## src/rtl/imem_loader.sv

```systemverilog
// Byte-stream boot loader: assembles little-endian bytes into instruction words and
// writes them to sequential instruction-memory addresses starting at 0.
module imem_loader #(
    parameter int DATA_WIDTH = 32,
    parameter int MEM_DEPTH  = 1024
) (
    input  logic                         clock,
    input  logic                         reset,
    input  logic                         start,
    input  logic [7:0]                   rx_data,
    input  logic                         rx_valid,
    output logic                         rx_ready,
    output logic [$clog2(MEM_DEPTH)-1:0] waddr,
    output logic [DATA_WIDTH-1:0]        wdata,
    output logic                         wen,
    output logic                         busy,
    output logic                         done,
    output logic                         error
);

    localparam int AW  = $clog2(MEM_DEPTH);
    localparam int BPW = DATA_WIDTH / 8;
    localparam int BCW = (BPW > 1) ? $clog2(BPW) : 1;
    // Wide enough that a frame of exactly MEM_DEPTH words compares correctly.
    localparam int WCW = (AW + 1 > 16) ? AW + 1 : 16;

    typedef enum logic [2:0] {IDLE, LEN_LO, LEN_HI, DATA, WRITE, DONE} state_t;

    state_t                  state_reg, state_next;
    logic [15:0]             len_reg, len_next;
    logic [WCW-1:0]          word_cnt_reg, word_cnt_next;
    logic [BCW-1:0]          byte_cnt_reg, byte_cnt_next;
    logic [AW-1:0]           waddr_reg, waddr_next;
    logic [DATA_WIDTH-1:0]   wdata_reg, wdata_next;
    logic                    error_reg, error_next;

    logic                    transfer;
    logic [BPW-1:0]          lane_sel;
    logic [15:0]             full_len;
    logic                    last_byte;
    logic                    last_word;

    generate
        for (genvar gi = 0; gi < BPW; gi++) begin : g_lane
            assign lane_sel[gi] = (byte_cnt_reg == BCW'(gi));
        end
    endgenerate

    assign rx_ready  = (state_reg == LEN_LO) || (state_reg == LEN_HI) || (state_reg == DATA);
    assign wen       = (state_reg == WRITE);
    assign busy      = (state_reg != IDLE);
    assign done      = (state_reg == DONE);
    assign waddr     = waddr_reg;
    assign wdata     = wdata_reg;
    assign error     = error_reg;

    assign transfer  = rx_valid && rx_ready;
    assign full_len  = {rx_data, len_reg[7:0]};
    assign last_byte = (byte_cnt_reg == BCW'(BPW - 1));
    assign last_word = (word_cnt_reg == (WCW'(len_reg) - WCW'(1)));

    always_ff @(posedge clock) begin
        if (reset) begin
            state_reg    <= IDLE;
            len_reg      <= '0;
            word_cnt_reg <= '0;
            byte_cnt_reg <= '0;
            waddr_reg    <= '0;
            wdata_reg    <= '0;
            error_reg    <= 1'b0;
        end else begin
            state_reg    <= state_next;
            len_reg      <= len_next;
            word_cnt_reg <= word_cnt_next;
            byte_cnt_reg <= byte_cnt_next;
            waddr_reg    <= waddr_next;
            wdata_reg    <= wdata_next;
            error_reg    <= error_next;
        end
    end

    always_comb begin
        state_next    = state_reg;
        len_next      = len_reg;
        word_cnt_next = word_cnt_reg;
        byte_cnt_next = byte_cnt_reg;
        waddr_next    = waddr_reg;
        wdata_next    = wdata_reg;
        error_next    = error_reg;

        case (state_reg)
            IDLE: begin
                if (start) begin
                    state_next    = LEN_LO;
                    error_next    = 1'b0;
                    waddr_next    = '0;
                    word_cnt_next = '0;
                    byte_cnt_next = '0;
                end
            end
            LEN_LO: begin
                if (transfer) begin
                    len_next   = {len_reg[15:8], rx_data};
                    state_next = LEN_HI;
                end
            end
            LEN_HI: begin
                if (transfer) begin
                    len_next = full_len;
                    if (full_len == 16'd0) begin
                        state_next = DONE;
                    end else if ({16'd0, full_len} > 32'(MEM_DEPTH)) begin
                        error_next = 1'b1;
                        state_next = DONE;
                    end else begin
                        state_next = DATA;
                    end
                end
            end
            DATA: begin
                if (transfer) begin
                    for (int i = 0; i < BPW; i++) begin
                        if (lane_sel[i]) begin
                            wdata_next[8*i +: 8] = rx_data;
                        end
                    end
                    if (last_byte) begin
                        byte_cnt_next = '0;
                        state_next    = WRITE;
                    end else begin
                        byte_cnt_next = byte_cnt_reg + BCW'(1);
                    end
                end
            end
            WRITE: begin
                // Address advances only after the strobe cycle so waddr/wdata are stable with wen.
                if (last_word) begin
                    state_next = DONE;
                end else begin
                    waddr_next    = waddr_reg + AW'(1);
                    word_cnt_next = word_cnt_reg + WCW'(1);
                    state_next    = DATA;
                end
            end
            DONE: begin
                state_next = IDLE;
            end
            default: begin
                state_next = IDLE;
            end
        endcase
    end

endmodule

```

## config.mk

```make
export PLATFORM = sky130hd
export DESIGN_NAME = imem_loader
export DESIGN_NICKNAME = d
export VERILOG_FILES = /design/src/rtl/imem_loader.sv
export SDC_FILE = /design/constraint.sdc
export NUM_CORES = 1
export LEC_CHECK = 0
export BUFFER_PORTS_ARGS = -buffer_cell sky130_fd_sc_hd__buf_4
export CORE_MARGIN = 3
export CORE_UTILIZATION = 30
export DETAILED_ROUTE_END_ITERATION = 10
export PLACE_DENSITY = 0.5
export SYNTH_ARGS = -nofsm -noshare
export SYNTH_HDL_FRONTEND = slang
export SYNTH_SLANG_ARGS = --single-unit
```

## constraint.sdc

```tcl
create_clock -name clock -period 9.2 [get_ports clock]
set_clock_uncertainty 0.2 [all_clocks]
set_input_delay 1.38 -clock clock [delete_from_list [all_inputs] [get_ports clock]]
set_output_delay 1.38 -clock clock [all_outputs]
set_load 0.03 [all_outputs]
```

### Word level (Yosys, flattened, before mapping)

Index checks and enable logic that the tools add are counted.

| storage, ports and cells | value |
|---|---|
| bits in registers | 80 |
| input port bits | 12 |
| output and inout port bits | 47 |
| logic and storage cells | 82 |

| cells by class | value |
|---|---|
| add/subtract/negate cells | 4 |
| order comparisons | 1 |
| equal/unequal tests | 17 |
| mux-type cells | 27 |
| bitwise logic cells | 2 |
| reduce and logical (&&, ||, !) cells | 20 |

Operators by type and width:

| cell | count |
|---|---|
| one-hot mux 16 bit (2 select lines) | 2 |
| 2-to-1 mux 16 bit | 3 |
| 2-to-1 mux 3 bit | 8 |
| AND reduction 3 bit | 8 |
| 2-to-1 mux 10 bit | 2 |
| one-hot mux 10 bit (2 select lines) | 1 |
| adder 16 x 1 -> 16 bit (second input constant) | 1 |
| equality test 16 bit | 1 |
| greater-than comparator 16 x 11 -> 1 bit (second input constant) | 1 |
| logical NOT 16 bit | 1 |
| subtractor 16 x 1 -> 16 bit (second input constant) | 1 |
| one-hot mux 3 bit (5 select lines) | 1 |
| != test 2 bit (second input constant) | 7 |
| adder 10 x 1 -> 10 bit (second input constant) | 1 |
| AND reduction 5 bit | 2 |
| 2-to-1 mux 8 bit | 1 |
| equality test 3 x 2 -> 1 bit (second input constant) | 2 |
| equality test 3 bit (second input constant) | 2 |
| 2-to-1 mux 2 bit | 3 |
| nonzero test 2 bit | 3 |
| equality test 2 bit (second input constant) | 2 |
| 2-to-1 mux 1 bit | 4 |
| one-hot mux 2 bit (2 select lines) | 1 |
| equality test 3 x 1 -> 1 bit (second input constant) | 1 |
| 10 further kinds | 12 |

### Logic depth before layout (Yosys ltp)

Gate-level depths: netlist of the first run.

| depth | value |
|---|---|
| depth in word-level cells | 6 |
| mapped depth | 11 |
| depth with buffers taken out | 10 |

### Worst setup path after synthesis of the first run

Ideal clock, no wire load.

| timing | value |
|---|---|
| path type | register -> register |
| start point | register len_reg[0] |
| end point | register word_cnt_reg[11] |
| setup time | 0.115 ns |
| arrival | 2.676 ns |
| required time | 8.885 ns |
| setup slack | 6.210 ns |
| stages on the path, launching flop included | 12 |
| buffers on the path | 1 |
| clock period less this slack | 2.990 ns |
| cells stage by stage | dfxtp_1 inv_1 ha_1 buf_2 nor3b_1 nand2_1 a211oi_1 a2bb2o_2 or4_4 a21oi_4 nor3_1 o21a_1 |

| between the ends | value |
|---|---|
| longest elaborated chain between the ends | 4 |

Ends and longest elaborated chain:

| element | RTL line | RTL |
|---|---|---|
| from (decl) | 30 | `logic [15:0] len_reg, len_next;` |
| from (signal assigned) | 73 | `len_reg <= len_next;` |
| subtractor 16 x 1 -> 16 bit | 60 | `assign last_word = (word_cnt_reg == (WCW'(len_reg) - WCW'(1)));` |
| equality test 16 bit | 60 |  |
| != test 2 bit (no line) | -- |  |
| AND reduction 3 bit (no line) | -- |  |
| to (signal assigned) | 74 | `word_cnt_reg <= word_cnt_next;` |
| to (decl) | 31 | `logic [WCW-1:0] word_cnt_reg, word_cnt_next;` |

No other way between the ends.
A chain may end at the register's enable or synchronous reset.

### Final worst setup path of the first run

| timing | value |
|---|---|
| start point | register len_reg[0] |
| end point | register word_cnt_reg[10] |

The elaborated chain is that of the path after synthesis.

==> summary.txt, run 1 <==
Status - completed
Initial core utilization - 31.12%
Resize count post-CTS - 0
Clock root buffer - clkbuf_16
Initial antenna violation count - 0
CTS Buf Count - 9
Worst EP arrival - 3.33 ns
Crit share post-route - 36.29%
Max Slew Vio Count - 0
Latest clock arrival within the worst-skew pair - 0.34 ns
First drt pass iteration count - 5
Vias in the first global route - 3532
Largest net degree at the start of global routing - 61
Drt total wl - 11120 µm
Crit-path cells - inv_1 -> ha_1 -> nor3b_1 -> nand2_1 -> a211oi_1 -> a2bb2o_2 -> or4_4 -> a21oi_4 -> or3_1 -> a21oi_1
Yosys warnings - 0
Required @ worst endpoint - 9.19 ns
Vias per cell - 5.048
Diodes inserted - 0
Setup crit start kind - flip-flop
Cell Area, Synth - 3975 µm²
Design Power - 874.3 µW
Largest stage delay on the critical path - 0.58 ns
Post-CTS setup buffer count - 0
Max-Cap Viols - 0
Crit Path Max Fanout - 9
RSZ-0062 raised after global routing - no
Worst IR Drop VDD - 0.1369 mV
Gpl congestion - 0.7861
DR WL/cell - 15.21 µm
Pwr Density - 181.6 nW/µm²
Core area - 12770 µm²
Slowest cell on crit path - or4_4
Clock slew at the register clock pins of the worst setup and hold paths - 0.06 ns
Distinct cells, synth - 54
Relative slew slack - 45.28%
Path type of the worst setup path - reg -> reg
Post-CTS Hold Fix Bufs - 0
Hold WS - 0.2588 ns
Placed cell area - 4514 µm²
Total gr overflow - 0
Final instance area - 4813 µm²
CP delay by family, top - simple AND/OR/NAND/NOR gates
Tmin final - 3.339 ns
Share of flip-flops with an asynchronous set or reset - 0%
H-tree depth - 3
Max reg flops - 32
Hold Path Depth - 2
Sequential-to-total area share from yosys stat - 40.29%
Antenna viol nets, final - 0
FF+latch area - 1602 µm²
Worst r2r path cells - 10
Area of the multi-input gates - 2195 µm²
CP Depth - 10
Setup Total Neg Slack - 0 ns
Die H - 121.1 µm
Die Wd - 121.1 µm
Inst Count DP - 715
Final cell count without fillers - 731
CTS max path bufs - 2
#FFs+latches synth - 80
Final Hold Vio Count - 0
Port bufs - 58
Fill cells - 1368
Via count - 3690
Setup-failing EPs final - 0
Iter 0 DRT Violations - 268
Die area - 14670 µm²
Std cell rows - 41
Fraction of layout cells with a size suffix above 1 - 15.56%
Synth Net Count - 530
Slew @ Worst Pin - 0.8208 ns
Post-synth EDFFs - 0
Synth Area per Inst - 7.779 µm²
Clock tree sinks - 80
Primary FF master, synth - dfxtp_1
Net total in the final layout - 573
Synthesis-to-finish area growth - 21.09%
Leak Pwr - 0.001816 µW
DR DRC count - 0
WP buf/inv - 1
First-pass GRT wire length - 18450 µm
TritonCTS clock tree - done
Worst min path class - reg -> reg
Dpl hpwl - 7842 µm
Fmax - 299.5 MHz
I/O pin count - 59
Cell count after synthesis - 511
Crit. End Element - flip-flop
GRT Util Overall - 15.91%
==> power by group <==
| part | internal, µW | switching, µW |
|---|---|---|
| sequential | 354 | 12.4 |
| clock | 219 | 147 |
| combinational | 51.4 | 90.9 |
| total | 624 | 250 |
==> layer usage <==
layer	part of all wire [%]	global-route usage [%]	vias up	wire [µm]
met3	5.9	4.755	8	660
li1	-	-	1862	-
met2	46	25.15	86	5138
met5	0	0	-	0
met4	1.2	4.249	0	129
met1	47	21.15	1734	5190
==> cells by family (layout without fill, tap and decap cells) <==
family / Yosys count / after routing / share of synthesized area, %
mux: 1 / 1 / 0.2518
buf+inv: 43 / 91 / 4.501
fa+ha+maj: 7 / 7 / 2.203
xor+xnor: 35 / 35 / 7.712
compound gates: 95 / 95 / 14.42
flops: 80 / 80 / 40.29
simple gates: 250 / 250 / 30.63
==> path summary, 6_finish.rpt <==
| check | to | startpoint | slack, ns |
|---|---|---|---|
| setup / recovery | word_cnt_reg[10] | len_reg[0] | 5.86 |
| hold / removal | wdata[19] | wdata[19] | 0.26 |
| setup reg to reg | word_cnt_reg[10] | len_reg[0] | 5.86 |
| hold reg to reg | wdata[19] | wdata[19] | 0.26 |
==> area by class of cell <==
class	instances	share of cell area, %
multi-input combinational	388	45.59
sequential	80	33.27
timing repair buffer	59	9.202
clock buffer	12	5.121
tap	172	4.471
inverter	16	1.248
clock inverter	4	1.092
==> stage by stage <==
step	setup slack, ns	utilization [%]
2_1_floorplan	6.210	-
3_3_place_gp	5.983	35.34
3_5_place_dp	5.900	35.34
4_1_cts	5.869	37.68
5_1_grt	5.534	37.68
6_report	5.861	37.68
==> layout by cell type (no fill, tap or decap), types with 2 or more instances in the layout <==
master / count
a211oi_1: 2
nand3_1: 51
inv_1: 15
buf_4: 59
xor2_1: 11
nand2b_1: 2
a21oi_1: 61
nor3_1: 18
clkbuf_1: 2
and3_1: 13
clkbuf_16: 9
o211ai_1: 3
nor4_1: 5
nand4_1: 5
or4_1: 2
nor3b_1: 4
nor4_4: 2
a22oi_1: 3
o21ai_0: 6
nor2_1: 47
or4_4: 2
o21a_1: 2
or2_2: 3
ha_1: 7
nand2_1: 84
or3_1: 4
o21ai_1: 2
dfxtp_1: 80
xnor2_1: 24
a211o_1: 2
==> synth_stat cells, types with 3 or more instances <==
master / number / area [µm²]
nor4_1: 5 / 31.28
or2_2: 3 / 18.77
nand3_1: 51 / 255.2
nor3b_1: 4 / 30.03
nand2_1: 84 / 315.3
nor3_1: 18 / 90.09
xor2_1: 11 / 96.34
o211ai_1: 3 / 22.52
dfxtp_1: 80 / 1602
nor2_1: 47 / 176.4
or3_1: 4 / 25.02
xnor2_1: 24 / 210.2
clkbuf_1: 23 / 86.33
and3_1: 13 / 81.33
a21oi_1: 61 / 305.3
ha_1: 7 / 87.58
nand4_1: 5 / 31.28
a22oi_1: 3 / 22.52
inv_1: 15 / 56.30
o21ai_0: 6 / 30.03
==> worst reg2reg max path, delay by kind of cell (launching register included) <==
family	cells	cell delay, ns
adders and majority gates	1	0.30
AOI/OAI and AO/OA	4	0.91
and+or+nand+nor	4	1.33
buffers and inverters	1	0.09
DFF	1	0.37
Note: power is estimated with default switching activity, not from simulation.
==> inputs of run 2 (changes only) <==
==> constraint.sdc (replaced) <==
create_clock -name clock -period 3.15 [get_ports clock]
set_clock_uncertainty 0.2 [all_clocks]
set_input_delay 0.4725 -clock clock [delete_from_list [all_inputs] [get_ports clock]]
set_output_delay 0.4725 -clock clock [all_outputs]
set_load 0.03 [all_outputs]
==> run 2 against run 1 <==
Effect of this change: sequential power increased to 2.9 times the previous value; largest power group unchanged; flip-flop and latch count unchanged; non-clock buffer count increased by 12; highest routed layer unchanged; sequential share of layout area decreased by 0.50 points; worst setup slack got worse by 5.7 ns; largest cell class unchanged; power increased to 2.9 times the previous value; combinational power increased to 3.1 times the previous value; fmax increased by 11%; cell area increased by 1.5%; die area unchanged; clock power increased to 2.8 times the previous value; worst hold slack got worse by 0.035 ns.
==> summary.txt, run 2 (same netlist as run 1, synthesis figures left out) <==
Via count - 3754 (+1.7%)
Clock power share - 40.1% (-1.8 points)
Worst r2r path cells - 8 (-2)
Post-CTS Hold Fix Bufs - 0 (unchanged)
Largest net degree at the start of global routing - 61 (unchanged)
Setup-failing EPs final - 0 (unchanged)
GRT Util Overall - 16.09% (+0.18 points)
Crit Path Max Fanout - 9 (unchanged)
CP Depth - 8 (-2)
Required @ worst endpoint - 3.19 ns (-6.00 ns)
Fraction of layout cells with a size suffix above 1 - 17.51% (+1.9 points)
CP most frequent cell - or4_4
Worst IR Drop VDD - 0.2976 mV (+120%)
Iter 0 DRT Violations - 206 (-23%)
Fmax - 333.6 MHz (+11%)
Pwr Density - 516.1 nW/µm² (+180%)
CP delay by family, top - simple AND/OR/NAND/NOR gates
Initial antenna violation count - 0 (unchanged)
Die Wd - 121.1 µm (unchanged)
Setup crit start kind - flip-flop
Net total in the final layout - 585 (+2.1%)
Switching share of power - 30.00% (+1.4 points)
First-pass GRT wire length - 18620 µm (+0.94%)
Area of the multi-input gates - 2195 µm² (unchanged)
Resize count post-CTS - 0 (unchanged)
Clock slew at the register clock pins of the worst setup and hold paths - 0.07 ns (about the same)
Final core occ - 38.26% (+0.58 points)
Reg power frac - 42.4% (+0.5 points)
Relative slew slack - 57.07% (+12 points)
DR DRC count - 0 (unchanged)
Vias per cell - 5.052 (about the same)
Std cell rows - 41 (unchanged)
Latest clock arrival within the worst-skew pair - 0.34 ns (about the same)
FF+latch area - 1602 µm² (unchanged)
P_sw - 756.7 µW (+200%)
Largest stage delay on the critical path - 0.62 ns (+0.04 ns)
Core area - 12770 µm² (unchanged)
Setup Total Neg Slack - 0 ns (unchanged)
Drt total wl - 11480 µm (+3.2%)
Gpl congestion - 0.8290 (+5.5%)
Status - completed
Worst r2r src - len_reg[2]
Max reg flops - 32 (unchanged)
Max-Cap Viols - 0 (unchanged)
Port bufs - 58 (unchanged)
Pint - 1766 µW (+180%)
Dpl hpwl - 8116 µm (+3.5%)
Crit Reg-Reg Endpoint - word_cnt_reg[11]
Slew @ Worst Pin - 0.6439 ns (-0.1769 ns)
CTS Buf Count - 9 (unchanged)
TritonCTS clock tree - done
Die H - 121.1 µm (unchanged)
Crit. End Element - flip-flop
Path type of the worst setup path - reg -> reg
Vias in the first global route - 3535 (+0.085%)
WP buf/inv - 0 (-1)
Initial core utilization - 31.12% (unchanged)
Final Hold Vio Count - 0 (unchanged)
Max Slew Vio Count - 0 (unchanged)
Most frequent cells in the layout - nand2_1, dfxtp_1, buf_4, a21oi_1, nand3_1
Antenna viol nets, final - 0 (unchanged)
Fill cells - 1327 (-3.0%)
Clock root buffer - clkbuf_16
Hold endpoint - len_reg[0]
H-tree depth - 3 (unchanged)
Die area - 14670 µm² (unchanged)
Synthesis-to-finish area growth - 22.95%
Clock tree sinks - 80 (unchanged)
Worst min path class - in -> reg
Worst EP arrival - 3.04 ns (-0.29 ns)
Total gr overflow - 0 (unchanged)
Tmin final - 2.998 ns (-0.3410 ns)
Hold Startpoint - rx_data[0]
Slowest cell on crit path - or4_4
Diodes inserted - 0 (unchanged)
Post-CTS setup buffer count - 0 (unchanged)
Leak Pwr - 0.001856 µW (+2.2%)
R2R setup slack - 0.15 ns (-5.71 ns)
First drt pass iteration count - 4 (-1)
Crit share post-route - 95.17% (+59 points)
I/O pin count - 59 (unchanged)
Commonest non-fill, non-tap cell in the layout - nand2_1
RSZ-0062 raised after global routing - no
Logic pwr share - 17.5% (+1.2 points)
DR WL/cell - 15.45 µm (+1.6%)
Crit-path cells - or4_4 -> o31ai_2 -> a32o_2 -> o21ai_2 -> or4_4 -> a21oi_4 -> nor3_1 -> o21a_1
CTS max path bufs - 2 (unchanged)
Hold Path Depth - 3 (+1)
-- run 2: tightest hold or removal path, stage by stage --
cell	delay, ns
buf_4	0.14
nand2_1	0.06
a21oi_1	0.05
-- run 2: routing by layer --
layer  wire length, µm  GRT usage (%)  share of wire, %
met1              5438          21.04                47
met2              5376          25.88                47
met3               559          4.988               4.9
met4               104          3.966              0.91
met5                 0              0                 0
-- run 2: layout make-up --
class	instances	area share [%]
well taps	172	4.403
multi-input cells	388	44.91
inverters	16	1.229
repair buffers	71	10.91
clock buffers	11	4.967
flip-flops and latches	80	32.77
clock inverters	5	0.8193
-- run 2: worst max-delay path by stage --
| stage | startpoint | to | slack [ns] |
|---|---|---|---|
| 6_report | len_reg[2] | word_cnt_reg[11] | 0.15 |
| 4_1_cts | len_reg[2] | word_cnt_reg[9] | 0.16 |
| 5_1_grt | len_reg[2] | word_cnt_reg[9] | 0.002 |
| 3_3_place_gp | len_reg[2] | word_cnt_reg[9] | 0.23 |
| 3_5_place_dp | len_reg[2] | word_cnt_reg[9] | 0.17 |
| 2_1_floorplan | len_reg[0] | word_cnt_reg[11] | 0.16 |
-- run 2: power groups by stage --
stage,Clock (µW),Sequential [µW],Combinational [µW]
2_1_floorplan,0,1080,324
3_3_place_gp,0,1090,434
3_5_place_dp,0,1090,443
4_1_cts,1060,1070,445
5_1_grt,1090,1070,487
6_report,1010,1070,441
-- run 2: through the flow --
| step | std cells | hold WS [ns] | instance area (µm²) | total power, µW | setup WS [ns] |
|---|---|---|---|---|---|
| global route | 743 | 0.2148 | 4887 | 2651 | 0.001659 |
| CTS | 743 | 0.2068 | 4887 | 2568 | 0.1622 |
| finish | 743 | 0.2237 | 4887 | 2522 | 0.1521 |
| detailed placement | 727 | 0.2506 | 4604 | 1534 | 0.1690 |
| global placement | 727 | 0.2477 | 4604 | 1524 | 0.2329 |
| floorplan | 511 | 0.2496 | 3975 | 1401 | 0.1599 |
==> inputs of run 3 (changes only) <==
==> config.mk (replaced) <==
export PLATFORM = sky130hd
export DESIGN_NAME = imem_loader
export DESIGN_NICKNAME = d
export VERILOG_FILES = /design/src/rtl/imem_loader.sv
export SDC_FILE = /design/constraint.sdc
export NUM_CORES = 1
export LEC_CHECK = 0
export CORE_MARGIN = 3
export CORE_UTILIZATION = 30
export DETAILED_ROUTE_END_ITERATION = 10
export DONT_BUFFER_PORTS = 1
export PLACE_DENSITY = 0.47
export SYNTH_ARGS = -nofsm -noshare
export SYNTH_HDL_FRONTEND = slang
export SYNTH_SLANG_ARGS = --single-unit
==> run 3 against run 2 <==
Effect of this change: sequential power barely moved; global-route usage fell by 0.31 points; register-to-register slack improved by 0.02 ns; largest cell class unchanged; largest power group is now clock; wire length fell by 2.3%; fmax rose by 0.70%.
==> summary.txt, run 3 (same netlist as run 1, synthesis figures left out) <==
Status - completed
Fmax - 335.9 MHz (+0.70%)
Crit. End Element - flip-flop
Clock root buffer - clkbuf_16
Top layer in use - met4
Logic pwr share - 15.3% (-2.2 points)
Total gr overflow - 0 (unchanged)
Leak Pwr - 0.001600 µW (-14%)
Max reg flops - 32 (unchanged)
Die area - 14670 µm² (unchanged)
Final instance area - 4549 µm² (-6.9%)
RSZ-0062 raised after global routing - no
Initial antenna violation count - 0 (unchanged)
Clock tree sinks - 80 (unchanged)
Worst min path class - in -> reg
Hold WS - 0.05601 ns (-0.1677 ns)
Placed cell area - 4177 µm² (-9.3%)
Core area - 12770 µm² (unchanged)
Clock power share - 44.2% (+4.1 points)
Synthesis-to-finish area growth - 14.45%
Worst IR Drop VDD - 0.2916 mV (-2.0%)
Crit share post-route - 94.51% (-0.66 points)
Post-CTS setup buffer count - 0 (unchanged)
Commonest non-fill, non-tap cell in the layout - nand2_1
Design Power - 2650 µW (+5.1%)
Max-Cap Viols - 0 (unchanged)
Most frequent cells in the layout - nand2_1, dfxtp_1, a21oi_1, nand3_1, nor2_1
Latest clock arrival within the worst-skew pair - 0.35 ns (about the same)
Setup crit start kind - flip-flop
First drt pass iteration count - 4 (unchanged)
Worst EP arrival - 3.02 ns (-0.02 ns)
Antenna viol nets, final - 0 (unchanged)
Routed met2 length - 5310 µm (-1.2%)
Diodes inserted - 0 (unchanged)
Pwr Density - 582.6 nW/µm² (+13%)
Gpl congestion - 0.8980 (+8.3%)
Vias per cell - 5.108 (+1.1%)
Setup-failing EPs final - 0 (unchanged)
TritonCTS clock tree - done
Clock slew at the register clock pins of the worst setup and hold paths - 0.07 ns (about the same)
Switching share of power - 28.62% (-1.4 points)
Inst Count DP - 670 (-7.8%)
Fill cells - 1370 (+3.2%)
FF+latch area - 1603 µm² (about the same)
Vias in the first global route - 3342 (-5.5%)
Iter 0 DRT Violations - 178 (-14%)
Drt total wl - 11220 µm (-2.3%)
Required @ worst endpoint - 3.19 ns (about the same)
I/O pin count - 59 (unchanged)
Dpl hpwl - 7964 µm (-1.9%)
Path type of the worst setup path - reg -> reg
Port bufs - 0 (-100%)
CTS Buf Count - 9 (unchanged)
Crit-path cells - or4_4 -> o31ai_2 -> a32o_2 -> o21ai_2 -> or4_4 -> a21oi_4 -> nor3_1 -> o21a_1
Tmin final - 2.977 ns (-0.02085 ns)
CP delay by family, top - simple AND/OR/NAND/NOR gates
Final cell count without fillers - 687 (-7.5%)
WL met1 - 5077 µm (-6.6%)
Crit Path Max Fanout - 9 (unchanged)
Wire length on met3 - 663 µm (+19%)
Die Wd - 121.1 µm (unchanged)
First-pass GRT wire length - 18380 µm (-1.3%)
CP most frequent cell - or4_4
GRT Util Overall - 15.78% (-0.31 points)
DR DRC count - 0 (unchanged)
Final Hold Vio Count - 0 (unchanged)
Via count - 3509 (-6.5%)
Slowest cell on crit path - or4_4
Net total in the final layout - 529 (-9.6%)
Reg power frac - 40.6% (-1.8 points)
Std cell rows - 41 (unchanged)
H-tree depth - 3 (unchanged)
Fraction of layout cells with a size suffix above 1 - 9.515% (-8.0 points)
Largest net degree at the start of global routing - 58 (-4.9%)
Setup Total Neg Slack - 0 ns (unchanged)
Max Slew Vio Count - 0 (unchanged)
DR WL/cell - 16.33 µm (+5.7%)
Initial core utilization - 31.12% (unchanged)
Area of the multi-input gates - 2211 µm² (+0.74%)
Slew @ Worst Pin - 0.5920 ns (-0.05193 ns)
WP buf/inv - 0 (unchanged)
Largest stage delay on the critical path - 0.63 ns (about the same)
Die H - 121.1 µm (unchanged)
CTS max path bufs - 2 (unchanged)
Relative slew slack - 60.39% (+3.3 points)
Pint - 1892 µW (+7.1%)
P_sw - 758.7 µW (+0.26%)
[run 3: layer usage]
layer  GRT usage, %  vias to the layer above
met4          5.878                        0
met3          4.942                       11
li1               -                     1768
met5              0                        -
met1          20.28                     1672
met2          24.80                       58
[run 3: timing repair]
item	in CTS	in global routing
hold buffers	1	0
gates resized for setup	0	4
endpoints found under the setup margin	0	18
hold endpoints to repair	57	0
[run 3: worst paths after layout]
kind | startpoint | depth (start not counted) | end | slack [ns]
max reg2reg | len_reg[2] | 8 | word_cnt_reg[11] | 0.17
min reg2reg | len_reg[15] | 2 | len_reg[15] | 0.28
min | rx_data[0] | 2 | len_reg[8] | 0.06
max | len_reg[2] | 8 | word_cnt_reg[11] | 0.17
[run 3: area by class of cell]
| cell class | instances | share of cell area (%) |
|---|---|---|
| Clock buffer | 9 | 4.950 |
| Timing Repair Buffer | 15 | 2.915 |
| Tap cell | 172 | 4.730 |
| Inverter | 16 | 1.320 |
| Clock inverter | 7 | 2.255 |
| Sequential cell | 80 | 35.23 |
| Multi-Input combinational cell | 388 | 48.60 |
[run 3: stage by stage]
| step | util, % | setup WS (ns) |
|---|---|---|
| after floorplan | - | 0.1599 |
| after global placement | 32.70 | 0.2437 |
| after detailed placement | 32.70 | 0.1515 |
| after CTS | 35.48 | 0.1382 |
| after global routing | 35.62 | 0.01402 |
| final | 35.62 | 0.1730 |
[run 3: power groups by stage]
stage | combinational [µW] | sequential (µW) | clock, µW
after floorplan | 324 | 1080 | 0
after global placement | 380 | 1100 | 0
after detailed placement | 383 | 1100 | 0
after CTS | 402 | 1070 | 1200
after global routing | 450 | 1080 | 1240
final | 404 | 1080 | 1170
[run 3: worst reg2reg max path, cell delays in order, from the launching register on]
cell	delay, ns
dfxtp_1	0.39
or4_4	0.63
o31ai_2	0.27
a32o_2	0.23
o21ai_2	0.08
or4_4	0.55
a21oi_4	0.28
nor3_1	0.09
o21a_1	0.17
